[config.mk]
export PLATFORM = sky130hd
export DESIGN_NAME = regfile_mp_sb
export DESIGN_NICKNAME = d
export VERILOG_FILES = /design/src/rtl/regfile_mp_sb.sv
export SDC_FILE = /design/constraint.sdc
export NUM_CORES = 1
export LEC_CHECK = 0
export ABC_CLOCK_PERIOD_IN_PS = 4000
export BUFFER_PORTS_ARGS = -buffer_cell sky130_fd_sc_hd__buf_2
export CORE_AREA = 2 2 306 308
export CTS_BUF_LIST = sky130_fd_sc_hd__clkbuf_8
export DETAILED_ROUTE_END_ITERATION = 10
export DIE_AREA = 0 0 308 310
export GPL_TIMING_DRIVEN = 1
export PLACE_DENSITY = 0.78
export SYNTH_ARGS = -nofsm -noshare
export SYNTH_HDL_FRONTEND = slang
export SYNTH_SLANG_ARGS = --single-unit
[constraint.sdc]
create_clock -name clk -period 4 [get_ports clk]
set_input_delay 0.4 -clock clk [delete_from_list [all_inputs] [get_ports clk]]
set_output_delay 0.4 -clock clk [all_outputs]
set_load 0.005 [all_outputs]
[src/rtl/regfile_mp_sb.sv]
// regfile_mp_sb: multi-read-port register file with per-register busy scoreboard and self-clearing init
// Ports: clk, reset (sync, active-high); wr_en/wr_addr/wr_data writeback port (clears busy);
//        rd_addr -> rd_data/rd_busy, NRD combinational read ports; sb_set_en/sb_set_addr mark a
//        destination busy; sb_err sticky double-issue flag; init_done high once the array is cleared.
// Optional: define REGFILE_BYPASS_EN for same-cycle write-through from the writeback port to reads.
module regfile_mp_sb #(
    parameter int XLEN  = 32,
    parameter int NREGS = 32,
    parameter int NRD   = 2,
    localparam int AW   = $clog2(NREGS)
) (
    input  logic                clk,
    input  logic                reset,
    input  logic                wr_en,
    input  logic [AW-1:0]       wr_addr,
    input  logic [XLEN-1:0]     wr_data,
    input  logic [NRD*AW-1:0]   rd_addr,
    output logic [NRD*XLEN-1:0] rd_data,
    output logic [NRD-1:0]      rd_busy,
    input  logic                sb_set_en,
    input  logic [AW-1:0]       sb_set_addr,
    output logic                sb_err,
    output logic                init_done
);
    typedef enum logic {CLEAR, RUN} state_e;
    state_e            state_q;
    logic [AW-1:0]     clr_idx_q;
    logic              init_done_q, sb_err_q, sb_err_d;
    logic [NREGS-1:0]  sb_q, sb_d;
    logic [XLEN-1:0]   mem_q [NREGS];
    logic              run, wr_ok, set_ok;
    assign run    = state_q == RUN;
    assign wr_ok  = run && wr_en && wr_addr != '0;
    assign set_ok = run && sb_set_en && sb_set_addr != '0;
    // A set on the same edge as a write to that register wins: a newer producer was issued.
    always_comb begin
        sb_d = sb_q;
        if (wr_ok) sb_d[wr_addr] = 1'b0;
        if (set_ok) sb_d[sb_set_addr] = 1'b1;
    end
    // Double issue is only an error if the pending producer is not retiring on this same edge.
    assign sb_err_d = sb_err_q | (set_ok && sb_q[sb_set_addr] && !(wr_ok && wr_addr == sb_set_addr));
    always_ff @(posedge clk) begin
        if (reset) begin
            state_q     <= CLEAR;
            clr_idx_q   <= '0;
            init_done_q <= 1'b0;
            sb_err_q    <= 1'b0;
            sb_q        <= '0;
        end else if (state_q == CLEAR) begin
            clr_idx_q <= clr_idx_q + 1'b1;
            if (clr_idx_q == AW'(NREGS - 1)) begin
                state_q     <= RUN;
                init_done_q <= 1'b1;
            end
        end else begin
            sb_q     <= sb_d;
            sb_err_q <= sb_err_d;
        end
    end
    // The array has no reset; it is zeroed one entry per cycle while in CLEAR.
    always_ff @(posedge clk) begin
        if (!reset && state_q == CLEAR) mem_q[clr_idx_q] <= '0;
        else if (!reset && wr_ok) mem_q[wr_addr] <= wr_data;
    end
    assign sb_err    = sb_err_q;
    assign init_done = init_done_q;
    for (genvar i = 0; i < NRD; i++) begin : g_rd
        logic [AW-1:0] a;
        logic          live;
        assign a    = rd_addr[i*AW +: AW];
        assign live = run && a != '0;
`ifdef REGFILE_BYPASS_EN
        logic byp;
        assign byp = wr_ok && wr_addr == a && !(set_ok && sb_set_addr == a);
        assign rd_data[i*XLEN +: XLEN] = !live ? '0 : byp ? wr_data : mem_q[a];
        assign rd_busy[i] = live && !byp && sb_q[a];
`else
        assign rd_data[i*XLEN +: XLEN] = live ? mem_q[a] : '0;
        assign rd_busy[i] = live && sb_q[a];
`endif
    end
endmodule

==> results.cfg <==
[hold_path]
hp-class = in2reg
whs_endpoint = sb_q[6]$_SDFFE_PP0P_
holdCritStartpoint = sb_set_addr[1]
min_path_cells = 3

[sta]
fin_crit_sh_pct = 99.0
fin_skew_ps = 54.8
rsz0062_at_grt = no
clock.fmax_ghz = 0.252
setup_viol = 0
min_period_ps = 3960
maxSlewHeadroom_pct = 23.2
hold_violations = 0
worstMarginPinSlew_ps = 1150
slew_viol_final = 0
setup-tns-final_ps = 0
timing.hold.ws_ps = 58.3
setup_ws_ps = 38.2

[grt]
gr-usage-all-layers_pct = 30.8
grt_max_degree = 117
grt_pass1_vias = 30853
grt_first_pass_wirelength_um = 209000
grt_overflow_total = 0
antenna_found_initial = 7

[clocking]
clk_latency_ps = 870
hold_buffers = 5
cts-buffers-inserted = 163
clk_pin_slew_worst_paths_ps = 70
cts_resized = 0
cts_tree = built
clock_sinks = 1064
postCtsSetupBuffers = 0
root_buffer = clkbuf_8
clk_path_buf_depth = 3
htreeDepth = 4

[place]
place.port_buffers = 123
dpl.hpwl_um = 79200
pre_cts_slack_ps = 764
dp_cells = 3847
globalplace.congestion = 0.921

[synth]
synth-simple-area-share_pct = 2.23
synth_mux_area_share_pct = 26.3
synth_nets = 2705
synthAdderAreaFrac_pct = 0.0498
ys_seq_area_share_pct = 62.8
synth_top_family_by_area = multiplexers
netlist_area_um2 = 50300
synthDistinctLibCells = 53
avgSynthCellArea_um2 = 19.0
ys_ff_latch = 1064
synth_warnings = 0
syn_inst = 2647
synth_enable_flop_cells = 1024
synthXorXnorAreaFrac_pct = 0.105
synth_compound_area_share_pct = 5.75
async_flop_share_pct = 0
synth_ff_type = edfxtp_1

[drt]
routedWlPerCell_um = 35.2
drtIter0Drc = 4863
ant_nets = 0
drc = 0
first_pass_iters = 6
vias = 30447
totalWireLength_um = 146000
via_per_inst = 7.35

[setup_path]
worst_ep_arrival_time_ps = 3560
r2r_end = mem_q[15][9]$_DFFE_PP_
r2r-start = run$_SDFF_PP0_
reg2reg_setup_slack_ps = 630
worst_ep_required_time_ps = 3600
critPathKind = reg2out
critPathLaunchType = register
cp_max_fo = 13
r2r_cells = 7
crit_path_end_kind = output pin

[layout]
final_layout_size_suffix_gt1_share_pct = 33.1
multi_input_area_um2 = 17600
register_area_um2 = 31600
final_cells = 4143
nets = 2878
utilization_pct = 60.0
final_cell_mix = edfxtp_1 (1,024), mux4_2 (467), mux2i_1 (269)
n_fill_cell = 6386
area_delta_synth_final_pct = 10.4
final_common_cell = edfxtp_1

[die]
ioPinCount = 124
rows = 112
die_w_um = 308
start_util_pct = 54.3
coreArea_um2 = 92500
die_h_um = 310
die_area_um2 = 95500

[power_and_ir_drop]
ir_drop_mv = 0.222
leakagePower_uw = 0.0166
p_per_area_nw_per_um2 = 397

[flow_run]
maxCapViolCount = 0

[status]
run_status = finished, final reports clean
[worst max path at each step]
| stage | slack, ps | end | cells after the start | startpoint |
|---|---|---|---|---|
| final | 40 | rd_data[30] | 6 | run$_SDFF_PP0_ |
| after global routing | 10 | rd_data[1] | 6 | run$_SDFF_PP0_ |
| after global placement | 780 | rd_data[50] | 7 | rd_addr[5] |
| after detailed placement | 760 | mem_q[24][15]$_DFFE_PP_ | 8 | wr_addr[4] |
| after CTS | 100 | rd_data[30] | 6 | run$_SDFF_PP0_ |
| after floorplan | 710 | mem_q[10][0]$_DFFE_PP_ | 7 | wr_addr[4] |
[power by group]
| group | internal, uW | switching (uW) | total [uW] |
|---|---|---|---|
| clock network | 4230 | 4260 | 8480 |
| logic | 583 | 812 | 1390 |
| registers | 12100 | 37.4 | 12200 |
| total | 16900 | 5100 | 22000 |
[cell usage after synthesis (34+ instances only)]
library cell / count / area share [%]
o221ai_1: 34 / 0.59
buf_2: 42 / 0.42
mux4_2: 467 / 21
o22ai_1: 99 / 1.2
edfxtp_1: 1024 / 61
a211oi_1: 57 / 0.85
dfxtp_1: 40 / 1.6
mux2i_1: 269 / 5.4
nand2_1: 44 / 0.33
nor2_1: 52 / 0.39
clkbuf_1: 86 / 0.64
a21oi_1: 47 / 0.47
a22oi_1: 42 / 0.63
buf_6: 50 / 1.1
[metal layers]
| metal | global-route usage, % | part of all wire (%) | vias to the layer above |
|---|---|---|---|
| li1 | - | - | 11740 |
| met1 | 41.4 | 34 | 15631 |
| met2 | 47.0 | 46 | 2581 |
| met3 | 8.90 | 15 | 487 |
| met4 | 14.0 | 4.7 | 8 |
| met5 | 0 | 0.034 | - |
[through the flow]
| stage | area, um2 | total power (uW) |
|---|---|---|
| after floorplan | 50300 | 13400 |
| after global placement | 52500 | 13700 |
| after detailed placement | 52500 | 13800 |
| after CTS | 55500 | 22100 |
| after global routing | 55500 | 22600 |
| final | 55500 | 22000 |
[area by class of cell]
class                      instances  area share (%)
sequential                      1064            56.8
multi-input combinational       1357            31.7
clock buffer                     168            4.17
timing repair buffer             226            3.32
tap                             1197            2.70
clock inverter                   121            1.19
inverter                           8          0.0541
antenna                            2         0.00902
[state kept, by name (all words and copies together), names as in the netlist]
| signal | count |
|---|---|
| clr_idx_q | 5 |
| init_done | 1 |
| mem_q | 1024 |
| run | 1 |
| sb_err | 1 |
| sb_q | 32 |
[cell families after synthesis]
group           after synthesis
simple gates                216
flops                      1064
fa+ha+maj                     2
xor+xnor                      6
buf+inv                     226
compound gates              395
mux                         738
[worst max-delay path: stages (launching register included)]
cell	delay [ps]
dfxtp_1	550
inv_2	120
or4_2	1090
buf_4	370
o22ai_1	210
or2_1	210
buf_2	130
No activity file was read; power rests on OpenSTA's default activity.
